$ cat src/rtl/keypad_scanner.sv
// keypad_scanner
//   Scans a 4x4 active-low matrix keypad, debounces presses and releases on a
//   slow scan tick, and shifts each confirmed key code into a 16-bit digit
//   history that feeds the four-digit seven-segment display.
//
//   Parameters
//     SCAN_DIV        clk cycles per scan tick (2..65536)
//     DEBOUNCE_TICKS  consecutive stable ticks for press and release (1..15)
//   Ports
//     clk        system clock, rising edge
//     rst        asynchronous active-high reset
//     rows[3:0]  keypad rows, active-low, asynchronous to clk
//     cols[3:0]  column drive, one-hot active-low, rotating
//     key_valid  one-clk pulse on a confirmed press
//     key_code   code of the last confirmed key
//     dataout    digit history, newest nibble in [3:0]
module keypad_scanner #(
  parameter int SCAN_DIV       = 65536,
  parameter int DEBOUNCE_TICKS = 4
) (
  input  logic        clk,
  input  logic        rst,
  input  logic [3:0]  rows,
  output logic [3:0]  cols,
  output logic        key_valid,
  output logic [3:0]  key_code,
  output logic [15:0] dataout
);

  localparam int              DIV_W    = $clog2(SCAN_DIV);
  localparam logic [DIV_W-1:0] DIV_LAST = DIV_W'(SCAN_DIV - 1);
  localparam logic [3:0]      DB_N     = 4'(DEBOUNCE_TICKS);

  typedef enum logic [1:0] {SCAN, DEBOUNCE, HELD} state_t;

  function automatic logic [3:0] rotate(input logic [3:0] c);
    return {c[2:0], c[3]};
  endfunction

  function automatic logic [1:0] col_idx(input logic [3:0] c);
    case (c)
      4'b1101: return 2'd1;
      4'b1011: return 2'd2;
      4'b0111: return 2'd3;
      default: return 2'd0;
    endcase
  endfunction

  // Lowest-numbered low row wins when several rows are pulled low together.
  function automatic logic [1:0] low_row(input logic [3:0] r);
    if (!r[0])      return 2'd0;
    else if (!r[1]) return 2'd1;
    else if (!r[2]) return 2'd2;
    else            return 2'd3;
  endfunction

  function automatic logic [3:0] key_map(input logic [1:0] r, input logic [1:0] c);
    case ({r, c})
      4'b00_00: return 4'h1;
      4'b00_01: return 4'h2;
      4'b00_10: return 4'h3;
      4'b00_11: return 4'hA;
      4'b01_00: return 4'h4;
      4'b01_01: return 4'h5;
      4'b01_10: return 4'h6;
      4'b01_11: return 4'hB;
      4'b10_00: return 4'h7;
      4'b10_01: return 4'h8;
      4'b10_10: return 4'h9;
      4'b10_11: return 4'hC;
      4'b11_00: return 4'hE;
      4'b11_01: return 4'h0;
      4'b11_10: return 4'hF;
      default:  return 4'hD;
    endcase
  endfunction

  logic [3:0]       rows_p0, rs;
  logic [DIV_W-1:0] div_cnt;
  logic             tick;
  state_t           state, state_n;
  logic [3:0]       cols_n, pat, pat_n, dbc, dbc_n, rel, rel_n, code_n;
  logic [1:0]       kr, kr_n, kc, kc_n;
  logic             confirm;

  // Stage p0/p1: two-flop synchronizer for the asynchronous row lines
  always_ff @(posedge clk or posedge rst) begin
    if (rst) begin
      rows_p0 <= 4'hF;
      rs      <= 4'hF;
    end else begin
      rows_p0 <= rows;
      rs      <= rows_p0;
    end
  end

  assign tick = (div_cnt == DIV_LAST);

  always_ff @(posedge clk or posedge rst) begin
    if (rst) div_cnt <= '0;
    else     div_cnt <= tick ? '0 : div_cnt + 1'b1;
  end

  always_comb begin
    state_n = state;
    cols_n  = cols;
    pat_n   = pat;
    kr_n    = kr;
    kc_n    = kc;
    dbc_n   = dbc;
    rel_n   = rel;
    confirm = 1'b0;
    code_n  = key_map(kr, kc);
    if (tick) begin
      case (state)
        SCAN: begin
          if (rs == 4'hF) begin
            cols_n = rotate(cols);
          end else begin
            pat_n = rs;
            kr_n  = low_row(rs);
            kc_n  = col_idx(cols);
            if (DEBOUNCE_TICKS == 1) begin
              confirm = 1'b1;
              code_n  = key_map(low_row(rs), col_idx(cols));
              rel_n   = 4'd0;
              state_n = HELD;
            end else begin
              dbc_n   = 4'd1;
              state_n = DEBOUNCE;
            end
          end
        end
        DEBOUNCE: begin
          if (rs == pat) begin
            dbc_n = dbc + 4'd1;
            if (dbc + 4'd1 == DB_N) begin
              confirm = 1'b1;
              rel_n   = 4'd0;
              state_n = HELD;
            end
          end else begin
            cols_n  = rotate(cols);
            state_n = SCAN;
          end
        end
        HELD: begin
          if (rs == 4'hF) begin
            rel_n = rel + 4'd1;
            if (rel + 4'd1 == DB_N) begin
              cols_n  = rotate(cols);
              state_n = SCAN;
            end
          end else begin
            rel_n = 4'd0;
          end
        end
        default: state_n = SCAN;
      endcase
    end
  end

  // Stage p2: scan state, columns and registered key outputs
  always_ff @(posedge clk or posedge rst) begin
    if (rst) begin
      state     <= SCAN;
      cols      <= 4'b1110;
      pat       <= 4'hF;
      kr        <= 2'd0;
      kc        <= 2'd0;
      dbc       <= 4'd0;
      rel       <= 4'd0;
      key_valid <= 1'b0;
      key_code  <= 4'h0;
      dataout   <= 16'h0000;
    end else begin
      state     <= state_n;
      cols      <= cols_n;
      pat       <= pat_n;
      kr        <= kr_n;
      kc        <= kc_n;
      dbc       <= dbc_n;
      rel       <= rel_n;
      key_valid <= confirm;
      if (confirm) begin
        key_code <= code_n;
        dataout  <= {dataout[11:0], code_n};
      end
    end
  end

endmodule
$ cat config.mk
export PLATFORM = sky130hd
export DESIGN_NAME = keypad_scanner
export DESIGN_NICKNAME = d
export VERILOG_FILES = /design/src/rtl/keypad_scanner.sv
export SDC_FILE = /design/constraint.sdc
export NUM_CORES = 1
export LEC_CHECK = 0
export CAP_MARGIN = 30
export CORE_UTILIZATION = 58
export CTS_BUF_LIST = sky130_fd_sc_hd__clkbuf_4 sky130_fd_sc_hd__clkbuf_8
export CTS_CLUSTER_DIAMETER = 100
export DETAILED_ROUTE_END_ITERATION = 10
export HOLD_SLACK_MARGIN = 0.15
export PLACE_DENSITY = 0.79
export REMOVE_ABC_BUFFERS = 1
export SETUP_SLACK_MARGIN = 0.4
export SYNTH_ARGS = -nofsm -noshare
export SYNTH_HDL_FRONTEND = slang
export SYNTH_SLANG_ARGS = --single-unit
$ cat constraint.sdc
create_clock -name clk -period 3 [get_ports clk]
set_input_delay 0.3 -clock clk [delete_from_list [all_inputs] [get_ports clk]]
set_output_delay 0.3 -clock clk [all_outputs]
set_load 0.01 [all_outputs]
==> results.md <==
* Outcome: complete, no violations
* Multi-input logic area at between 1000 and 1500 um^2
* P_leak at ~1.6 nW
* Vias in the first global route at roughly 1,900
* Via count at around 2,000
* Data required, critical path at roughly 3.2 ns
* Synth Flop Type: dfrtp_1
* Worst hold-check path type: in2async
* Critical-path cell with the highest stage delay: or4_4
* Setup tns final at 0 ns
* Max-slew violation count at 0
* Drc violations at 0
* Finished Core Util at 0.7263
* Tmin final at between 2 and 2.5 ns
* Synth area leaders: dfrtp_1, dfstp_2, mux2_2
* Layout Skew at between 0.008 and 0.009 ns
* ANT nets after route at 0
* Die Width at around 73 um
* Total area of sequential cells at approximately 1600 um^2
* # setup viols final at 0
* Flops & latches, synth at 63
* Antenna violations before repair at 0
* Worst setup EP type: flop
* Critical path buffers and inverters at 0
* Slowest stage delay, CP at 0.56 ns
* Clock slew at the register clock pins of the worst setup and hold paths at about 0.07 ns
* I/O Buffers at 30
* Unrepaired setup endpoints after global routing: false
* DRT Wirelength at about 4800 um
* Drt wl/cell at approximately 13 um
* Inserted Clock Buffers at 9
* H-tree levels at 3
* Pin count of the biggest net entering global routing at 27
* Post-Synthesis Cells at roughly 260
* EDFF count, synth at 0
* WHS at 0.3275 ns
* DRT iter0 DRCs at between 100 and 150
* CP Cell Sequence: nand4_2 > or2_1 > or3_1 > or4_4 > mux2_4
* Yosys top cell area share at 0.4133
* CP Max Fanout at 5
* CTS sink count at 63
* Diode count at 0
* Worst skew pair latency at about 0.33 ns
* Layout Nets at ~310
* Post-route clock period utilization at 0.7750
* F_max at roughly 430 MHz
* Slew headroom at 0.6432
* CTS tree: done
* Post-Place Cells at 348
* Largest area contributor in the netlist: dfrtp_1
* Critical Path AT at 2.54 ns
* Detailed Place HPWL at 3362 um
* Congestion Overflow GR at 0
* Critical path type: reg2reg
* RD Place Congestion at 0.8240
* Layout area overhead at 19.59%
* Post-synthesis sequential area ratio at 0.5489
* Vias/cell at between 5 and 6
* Max clock buf depth at 2
* Worst Max-Slew Pin Slew at about 0.53 ns
* Post-synthesis cell type count at between 40 and 50
* Share of cells above drive strength 1 at 0.2256
* Core box area at ~4800 um^2
* Starting Density at 0.6073
* First-pass GRT wire length at between 8000 and 9000 um
* Post-Syn Area per Cell at ~11 um^2
* Count of warnings emitted by yosys at 0
* # fillers at about 350
* Chip height at around 73 um
* CP startpoint kind: flop
* Max VDD drop at about 0.36 mV
* Final hold viol count at 0
* Async set or reset register ratio after synthesis at 1.000
* PwrDens at between 400 and 500 nW/um^2
* # IOs at 31
* Max_cap viols at 0
* Synthesized area at roughly 2900 um^2
* GRT Resource Usage Total at 0.2143
* CTS root buffer: clkbuf_8
* Finished Layout Cells at around 360
* Post-CTS Setup Bufs at 0
* Drt first pass iters at 5
* Row Count at 25
* Crit-path leading delay family: simple AND/OR/NAND/NOR gates
* Die area at 5298 um^2
==> report_power, final <==
part           switching (mW)  internal [mW]  total [mW]
Sequential            0.00369          0.860       0.864
Combinational          0.0198         0.0105      0.0302
Clock                   0.304          0.458       0.762
Total                   0.328           1.33        1.66
==> worst reg2reg max path, delay by kind of cell (launching register included) <==
kind | cells | cell delay, ns
AND/OR/NAND/NOR | 4 | 1.47
multiplexers | 1 | 0.31
flip-flops | 1 | 0.45
==> layer usage <==
layer | up-vias | GRT usage | wire length, um
met5 | - | 0 | 0
met4 | 0 | 0.1068 | 71
met3 | 7 | 0.04558 | 186
met2 | 45 | 0.3198 | 2200
met1 | 948 | 0.2992 | 2391
li1 | 970 | - | -
==> flip-flops by register name, indices dropped and copies added, names as in the netlist, 3 cells and up <==
| register | count |
|---|---|
| dbc | 4 |
| cols | 4 |
| key_code | 3 |
| rs | 4 |
| dataout | 13 |
| rel | 4 |
| div_cnt | 16 |
| pat | 4 |
| rows_p0 | 4 |
==> final cells by class <==
cell class / instances / share of cell area
Clock buffer: 13 / 0.04968
Clock inverter: 3 / 0.01152
Inverter: 12 / 0.01296
Multi-Input combinational cell: 172 / 0.3477
Sequential cell: 63 / 0.4590
Tap cell: 67 / 0.02412
Timing Repair Buffer: 34 / 0.09503
==> placed cells by master, fill, tap and decap left out, drive strengths merged <==
| cell | count |
|---|---|
| dfrtp | 48 |
| clkdlybuf4s50 | 30 |
| nand2 | 24 |
| mux2 | 24 |
| o21ai | 21 |
| nand3 | 16 |
| dfstp | 15 |
| nor2 | 13 |
| clkbuf | 13 |
| inv | 12 |
| xnor2 | 8 |
| ha | 8 |
| xor2 | 7 |
| nand4 | 6 |
| or3 | 5 |
| a21o | 4 |
| nand2b | 4 |
| a21oi | 4 |
| buf | 4 |
| nor4 | 4 |
| nor3 | 4 |
| o31ai | 3 |
| or4 | 2 |
| mux2i | 2 |
| and2 | 2 |
| o211ai | 2 |
| clkinv | 2 |
| or2 | 2 |
| and4 | 1 |
| nor2b | 1 |
| o31a | 1 |
| a31oi | 1 |
| o22ai | 1 |
| a32o | 1 |
| nand3b | 1 |
| bufinv | 1 |
==> logic make-up (layout without fill, tap and decap cells) <==
logic type               count (synthesis)  after routing  synth area share
AND/OR/NAND/NOR                         85             85            0.1567
flip-flops                              63             63            0.5489
AO/OA/AOI/OAI                           38             38           0.07706
multiplexers                            26             26            0.1012
buffers and inverters                   22             62           0.03659
XOR/XNOR                                15             15           0.04520
adder cells (fa/ha/maj)                  8              8           0.03444
==> Yosys cell counts, types with 7 or more instances <==
| cell type | number |
|---|---|
| ha_1 | 8 |
| mux2_2 | 23 |
| dfstp_2 | 15 |
| nand2_1 | 23 |
| o21ai_0 | 20 |
| xnor2_1 | 8 |
| dfrtp_1 | 48 |
| xor2_1 | 7 |
| nand3_1 | 16 |
| inv_1 | 12 |
| nor2_1 | 13 |
==> stage by stage <==
| stage | power (mW) | setup WS, ns | area (um^2) |
|---|---|---|---|
| 4_1_cts | 1.671 | 0.5466 | 3472 |
| 3_3_place_gp | 0.9099 | 0.6753 | 3259 |
| 2_1_floorplan | 0.8954 | 0.8290 | 2845 |
| 3_5_place_dp | 0.9107 | 0.5774 | 3259 |
| 5_1_grt | 1.711 | 0.5053 | 3476 |
| 6_report | 1.656 | 0.6749 | 3476 |
==> path summary, 6_finish.rpt <==
path	start	end	slack (ns)	cells past startpoint
max reg2reg	div_cnt[8]$_DFF_PP0_	dbc[1]$_DFFE_PP0P_	0.67	5
max in group asynchronous	rst	rs[2]$_DFF_PP1_	1.93	3
min	rst	div_cnt[2]$_DFF_PP0_	0.33	2
max	div_cnt[8]$_DFF_PP0_	dbc[1]$_DFFE_PP0P_	0.67	5
min in group clk	rows_p0[0]$_DFF_PP1_	rs[0]$_DFF_PP1_	0.35	0
min reg2reg	rows_p0[0]$_DFF_PP1_	rs[0]$_DFF_PP1_	0.35	0
==> repair_timing <==
item                                    CTS  global route
endpoints found under the setup margin    0             6
endpoints found under the hold margin     0             0
hold buffers                              0             0
resized for setup                         0             1
No activity file was read; power rests on OpenSTA's default activity.
